**config.mk**
```make
export PLATFORM = sky130hd
export DESIGN_NAME = note_sequencer
export DESIGN_NICKNAME = d
export VERILOG_FILES = /design/src/rtl/note_sequencer.sv
export SDC_FILE = /design/constraint.sdc
export NUM_CORES = 1
export LEC_CHECK = 0
export CORE_MARGIN = 10
export CORE_UTILIZATION = 48
export DETAILED_ROUTE_END_ITERATION = 8
export HOLD_SLACK_MARGIN = 0.02
export PLACE_DENSITY = 0.77
export SYNTH_ARGS = -nofsm -noshare
export SYNTH_HDL_FRONTEND = slang
export SYNTH_SLANG_ARGS = --single-unit
```
**constraint.sdc**
```tcl
create_clock -name clk -period 2.25 [get_ports clk]
set_input_delay 0.45 -clock clk [delete_from_list [all_inputs] [get_ports clk]]
set_output_delay 0.45 -clock clk [all_outputs]
set_load 0.005 [all_outputs]
```
**src/rtl/note_sequencer.sv**
```systemverilog
// Song sequencer: walks a combinational note ROM and writes each note into the tone
// generator's note register, holding it for its duration in beats (TICK_DIV clocks each).
module note_sequencer #(
  parameter int NUM_NOTES = 16,
  parameter int ADDR_W    = 4,
  parameter int DUR_W     = 8,
  parameter int TICK_DIV  = 4
) (
  input  logic              clk,
  input  logic              rst,
  input  logic              play,
  input  logic              pause,
  input  logic              stop,
  input  logic              loop,
  output logic [ADDR_W-1:0] rom_addr,
  input  logic [7:0]        rom_note,
  input  logic [DUR_W-1:0]  rom_dur,
  output logic              reg_en,
  output logic [7:0]        reg_d,
  output logic              busy,
  output logic              done
);

  localparam int TW = (TICK_DIV > 1) ? $clog2(TICK_DIV) : 1;
  localparam logic [TW-1:0]     TICK_LAST = TW'(TICK_DIV - 1);
  localparam logic [ADDR_W-1:0] IDX_LAST  = ADDR_W'(NUM_NOTES - 1);

  typedef enum logic [1:0] {IDLE, LOAD, HOLD, DONE} state_t;

  state_t            state;
  logic [ADDR_W-1:0] idx;
  logic [TW-1:0]     tick;
  logic [DUR_W-1:0]  beat;

  logic marker, load_last, hold_last, expire, song_end, wrap, finish;

  // A note of one beat with TICK_DIV=1 lasts only its LOAD cycle, so it can expire there.
  assign marker    = (state == LOAD) && (rom_dur == '0);
  assign load_last = (state == LOAD) && (TICK_DIV == 1) && (rom_dur == DUR_W'(1));
  assign hold_last = (state == HOLD) && !pause && (tick == TICK_LAST) && (beat == DUR_W'(1));
  assign expire    = load_last || hold_last;
  assign song_end  = marker || (expire && (idx == IDX_LAST));
  assign wrap      = song_end && loop && (idx != '0);
  assign finish    = song_end && !wrap;

  assign rom_addr = idx;
  assign busy     = rst && ((state == LOAD) || (state == HOLD));
  assign done     = rst && (state == DONE);

  always_comb begin
    reg_en = 1'b0;
    reg_d  = 8'h00;
    if (!rst) begin
      reg_en = 1'b0;
    end else if (stop) begin
      reg_en = 1'b1;
    end else if ((state == LOAD) && !marker) begin
      reg_en = 1'b1;
      reg_d  = rom_note;
    end else if (finish) begin
      reg_en = 1'b1;
    end else if (state == HOLD) begin
      reg_d = rom_note;
    end
  end

  always_ff @(posedge clk or negedge rst) begin
    if (!rst) begin
      state <= IDLE;
      idx   <= '0;
      tick  <= '0;
      beat  <= '0;
    end else if (stop) begin
      state <= IDLE;
      idx   <= '0;
      tick  <= '0;
      beat  <= '0;
    end else begin
      case (state)
        IDLE, DONE: begin
          if (play && !pause) begin
            state <= LOAD;
            idx   <= '0;
          end
        end
        LOAD, HOLD: begin
          if (marker || expire) begin
            if (!song_end) begin
              idx   <= idx + ADDR_W'(1);
              state <= LOAD;
            end else if (wrap) begin
              idx   <= '0;
              state <= LOAD;
            end else begin
              state <= DONE;
            end
          end else if (state == LOAD) begin
            // The LOAD cycle is the first tick of the first beat.
            if (TICK_DIV == 1) begin
              tick <= '0;
              beat <= rom_dur - DUR_W'(1);
            end else begin
              tick <= TW'(1);
              beat <= rom_dur;
            end
            state <= HOLD;
          end else if (!pause) begin
            if (tick == TICK_LAST) begin
              tick <= '0;
              beat <= beat - DUR_W'(1);
            end else begin
              tick <= tick + TW'(1);
            end
          end
        end
        default: state <= IDLE;
      endcase
    end
  end

endmodule

```
==> results of run 1 <==
[layer usage]
layer,wire length [um],part of all wire [%]
met1,1884,39
met2,2576,54
met3,299,6.2
met4,53,1.1
met5,0,0
[cell usage in the layout, fill, tap and decap left out, drive strengths merged, types with 8 or more instances in the layout]
cell type	instances
buf	56
clkdlybuf4s50	27
dfrtp	16
ha	8
inv	12
nor2	8
nor3b	12
nor4	8
[repair_timing]
item / CTS / global route
setup endpoints to repair: 17 / 12
pin swaps: 5 / 6
setup buffers: 6 / 4
gates resized for setup: 46 / 17
[sequential cells by signal, summed over array words and instances, names as in the netlist]
signal / flops
beat: 8
rom_addr: 4
tick: 2
state: 2
[kinds of logic after synthesis]
logic type	count (synthesis)
DFF	16
muxes	7
buffers and inverters	19
adders and majority gates	8
AOI/OAI and AO/OA	35
xor gates and xnor gates	1
and+or+nand+nor	67
[area by class of cell]
cell class                 count  area (um2)  share of cell area [%]
clock buffer                   4       36.28                   1.670
inverter                      12       45.04                   2.073
multi-input combinational    118       977.2                   44.96
sequential                    16       400.4                   18.42
tap                           31       38.79                   1.785
timing repair buffer          83       675.6                   31.09
[per-stage QoR]
| stage | std cells | power (mW) | hold slack [ns] |
|---|---|---|---|
| finish | 264 | 2.069 | 0.4807 |
| detailed placement | 250 | 1.653 | 0.6047 |
| CTS | 260 | 1.933 | 0.5034 |
| global route | 264 | 2.207 | 0.5105 |
| global placement | 250 | 1.584 | 0.5643 |
| floorplan | 153 | 1.180 | 0.1544 |
[worst max path at each step]
stage                           from       end
after floorplan             state[0]  reg_d[0]
after global placement    rom_dur[0]  reg_d[0]
after detailed placement  rom_dur[4]  reg_d[0]
after CTS                    beat[1]  reg_d[0]
after global routing        state[0]  reg_d[0]
final                       state[0]    reg_en
[power breakdown]
part	switching [mW]	internal (mW)	leakage [nW]
clock	0.116	0.0991	0.0210
combinational	0.727	0.705	0.699
sequential	0.0582	0.363	0.218
total	0.902	1.17	0.938
==> metrics.txt, run 1 <==
layout cell share with drive strength beyond 1=36.48%; Synth Area in Adders=7.373%; Die Span Y=73.18 um; Fin. Hold Viols=0; gr busiest metal=met2; Worst EP arrival=2.11 ns; maxcap violations=0; CTS buffer count=3; WP data required=1.80 ns; routed length per instance=18.23 um; Crit. End Element=output port; GR Overflow Total=0; outcome=finished, violations left; fin util=79.50%; first-pass GRT wire length=7452 um; Final setup viols=9; maximum clock insertion buffer count=2; ANT cells=0; Slew HR=64.15%; delay of the slowest critical-path stage=0.42 ns; core area=0.002734 mm2; post-route clock skew=0.005877 ns; CP max stage cell=dfrtp_1; H-tree depth=1; Reg2Reg Depth=9; area leader, netlist=dfrtp_1; Yosys top cell area share=29.49%; mux share of post-synthesis cell area=5.161%; crit path kind=flip-flop to output port; Routed Antenna Nets=0; post-synthesis sequential area ratio=29.49%; number of enable flip-flop cells after synthesis=0; CP cell instances=inv_2, ha_4, nor4bb_4, and4_4, o21ai_4, buf_4, buf_6, a21boi_2, buf_2; vias per cell=5.955; Row Count=19; RSZ-0062 raised after global routing=yes; Peak Freq=0.3903 GHz; worst min path class=primary input to asynchronous set/reset pin; fillers=179; CTS tree=done; Syn Nets=183; count leader, synth=dfrtp_1; Buf/Inv on CP=4; DR iter-0 viols=126; maximum fanout along the worst path=2; Pleak=0.9381 nW; Vias=1572; final setup TNS=-2.764 ns; DRC errors left=0; input/output buffers=36; Top FF cell, synth=dfrtp_1; grt met3 use=2.857%; largest net degree at the start of global routing=22; Simple-Gate Fraction of Synth Area=31.89%; Synth top cells by count=dfrtp_1, inv_1, nor3b_1; xor and xnor area share after synthesis=0.6452%; Compound-Gate Fraction of Synth Area=18.53%; cts hold-fix bufs=0; DRT Pass-1 Iters=4; CTS root buf=clkbuf_4; worst-skew pair later-pin latency=0.31 ns; initial antenna violation count=0; maximum vdd drop=0.0009101 V; largest family of logic cells by synthesized area=simple AND/OR/NAND/NOR gates; Ys Warns=0; final worst-path setup slack=-0.3119 ns; Async SR Flop Fraction=100.0%; Cells after Synth=153; Area Growth Syn to Fin=60.09%; met2 usage in global routing=29.80%; Top Family by Delay on Critical Path=simple AND/OR/NAND/NOR gates; Tmin final=2.562 ns; routability cong.=0.8738; Netlist Area Pre-Place=0.001358 mm2; met1 Use GR=20.49%; FF-to-FF End=rom_addr[3]; Crit path depth=9; Startpoint Class=flip-flop; clock sink total=16; dpl cell area=0.001986 mm2; synth top area cells=dfrtp_1, ha_1, nor3b_1; DIE AREA=0.005355 mm2; DP HPWL=3438 um; Syn Area/Cell=8.873 um2; Unique masters post-synth=45; pre-CTS setup slack=-0.7724 ns; failing checks=negative setup slack; Clock Pin Slew Worst Setup and Hold Paths=0.12 ns; Reg2Reg Setup Slack=0.07 ns; GRT Resource Usage Total=17.17%; overall routed net length=4812 um; max-slew violations=0; flops & latches, synth=16; I/O pin cnt=37; Slew @ Worst Pin=0.5337 ns; nets=264; initial core utilization=49.66%; worst r2r src=rom_addr[1]; PD cells=951.8 mW/mm2; vias in the first global route=1593; design area=0.002173 mm2; Tcrit/Tclk final=113.9%; Die X=73.18 um
No activity file was read; power rests on OpenSTA's default activity.
==> run 2: changes to the inputs <==
CTS_CLUSTER_DIAMETER = 150   (was not set)
MAX_ROUTING_LAYER = met4   (was not set)
==> run 2 against run 1 <==
The flow still finishes with violations (negative setup slack). Wire length grew 5.2%. Sequential share of layout area increased by 0.28 points. Total power is 1.6% lower. Count of clock-buffer cells in the layout unchanged. Sequential power is essentially flat. Worst hold slack gained 0.014 ns. Setup slack got worse by 0.011 ns. Clock skew is 0.0011 ns lower. First-iteration DRC count grew 22%. Via count down 0.13%. Cell area shrank 1.5%. Sequential cell count unchanged. Critical endpoint is now reg_d[1]. Highest routed layer unchanged.
==> metrics.txt, run 2 (synthesis results as in run 1) <==
Slew HR=64.08% (was 64.15%); Final setup viols=9 (unchanged); most common cell after layout, fill and taps aside=buf_4 (unchanged); input/output buffers=36 (unchanged); crit path kind=flip-flop to output port (unchanged); Biggest register=beat (unchanged); Pleak=0.9251 nW (was 0.9381 nW); cell count after placement=249 (was 250); worst min path class=primary input to asynchronous set/reset pin (unchanged); Tmin final=2.572 ns (was 2.562 ns); CTS tree=done (unchanged); initial core utilization=49.66% (unchanged); largest net degree at the start of global routing=22 (unchanged); maximum clock insertion buffer count=2 (unchanged); hold_ws=0.4947 ns (was 0.4807 ns); I/O pin cnt=37 (unchanged); PD cells=951.0 mW/mm2 (was 951.8 mW/mm2); Area Growth Syn to Fin=57.70% (was 60.09%); most frequent cells in the layout=buf_4, clkdlybuf4s50_1, dfrtp_1, inv_1 (was buf_4, clkdlybuf4s50_1, dfrtp_1, inv_1, nor3b_1); DRC errors left=0 (unchanged); top routing layer in use=met4 (unchanged); outcome=finished, violations left (unchanged); maximum vdd drop=0.0008765 V (was 0.0009101 V); GR Overflow Total=0 (unchanged); Tot Pwr=2.036 mW (was 2.069 mW); design area=0.002141 mm2 (was 0.002173 mm2); DR iter-0 viols=154 (was 126); CTS root buf=clkbuf_4 (unchanged); post-route clock skew=0.004815 ns (was 0.005877 ns); Fin. Hold Viols=0 (unchanged); Routed met3 length=181 um (was 299 um); Peak Freq=0.3887 GHz (was 0.3903 GHz); Die Span Y=73.18 um (unchanged); Routed Antenna Nets=0 (unchanged); Clock Pin Slew Worst Setup and Hold Paths=0.11 ns (was 0.12 ns); final setup TNS=-2.577 ns (was -2.764 ns); nets=260 (was 264); routed length per instance=19.47 um (was 18.23 um); Worst EP arrival=2.12 ns (was 2.11 ns); first-pass GRT wire length=7900 um (was 7452 um); DIE AREA=0.005355 mm2 (unchanged); dpl cell area=0.001978 mm2 (was 0.001986 mm2); Crit. End Element=output port (unchanged); Die X=73.18 um (unchanged); fillers=169 (was 179); core area=0.002734 mm2 (unchanged); routability cong.=0.8767 (was 0.8738); WP data required=1.80 ns (about the same); fin util=78.31% (was 79.50%); vias per cell=6.038 (was 5.955); max-slew violations=0 (unchanged); ANT cells=0 (unchanged); Vias=1570 (was 1572); Final Instance Count excl. Fillers=260 (was 264); RSZ-0062 raised after global routing=yes (unchanged); DP HPWL=3395 um (was 3438 um); clock sink total=16 (unchanged); WL met2=2572 um (was 2576 um); worst-skew pair later-pin latency=0.30 ns (was 0.31 ns); cts hold-fix bufs=0 (unchanged); vias in the first global route=1583 (was 1593); Slew @ Worst Pin=0.5347 ns (was 0.5337 ns); CTS buffer count=3 (unchanged); Row Count=19 (unchanged); maxcap violations=0 (unchanged); pre-CTS setup slack=-0.7588 ns (was -0.7724 ns); layout cell share with drive strength beyond 1=34.50% (was 36.48%); maximum fanout along the worst path=8 (was 2); Tcrit/Tclk final=114.3% (was 113.9%); GRT Resource Usage Total=18.87% (was 17.17%); overall routed net length=5061 um (was 4812 um); final worst-path setup slack=-0.3225 ns (was -0.3119 ns); initial antenna violation count=0 (unchanged); failing checks=negative setup slack (unchanged); H-tree depth=1 (unchanged); wire length on met1=2154 um (was 1884 um); number of flip-flops in the largest register=8 (unchanged); Startpoint Class=flip-flop (unchanged); DRT Pass-1 Iters=4 (unchanged)
[run 2: cell types whose count changed in the layout (fill, tap and decap cells not counted), moves of 2 or more]
cell	delta
nor3b_1	-2
buf_4	-4
nor3b_2	+2
ha_1	+2
ha_2	-2
[run 2: report_power, final]
part	switching (mW)	internal, mW	total (mW)
clock network	0.112	0.0988	0.210
registers	0.0595	0.363	0.422
logic	0.751	0.653	1.40
total	0.922	1.11	2.04
[run 2: critical path, cell delays in order (launching register included)]
cell     delay, ns
dfrtp_1       0.42
buf_4         0.15
ha_1          0.25
and3_4        0.22
o21ai_4       0.19
a21oi_2       0.09
buf_6         0.14
nor3b_1       0.19
buf_2         0.16
[run 2: repair_timing]
action	CTS	global route
pin swaps	9	1
resized for setup	53	8
cloned	0	0
buffers inserted	6	1
setup endpoints to repair	17	11
[run 2: final timing paths]
path / startpoint / end / slack (ns) / cells past startpoint
max: state[0] / reg_d[1] / -0.32 / 8
min reg2reg: rom_addr[1] / rom_addr[1] / 0.60 / 2
max in group asynchronous: rst / beat[1] / 1.50 / 3
max reg2reg: state[0] / beat[4] / 0.09 / 8
min in group clk: rom_addr[1] / rom_addr[1] / 0.60 / 2
min: rst / tick[0] / 0.49 / 2
[run 2: area by class of cell]
class | count | area (um2) | share of cell area (%)
Multi-Input combinational cell | 118 | 967.2 | 45.18
Tap cell | 31 | 38.79 | 1.812
Timing Repair Buffer | 79 | 653.1 | 30.51
Sequential cell | 16 | 400.4 | 18.70
Clock buffer | 4 | 36.28 | 1.695
Inverter | 12 | 45.04 | 2.104
[run 2: metal layers]
metal,vias up,GRT usage [%]
met5,-,-
met1,754,22.45
met2,63,31.71
met3,18,2.721
met4,0,5.907
li1,735,-
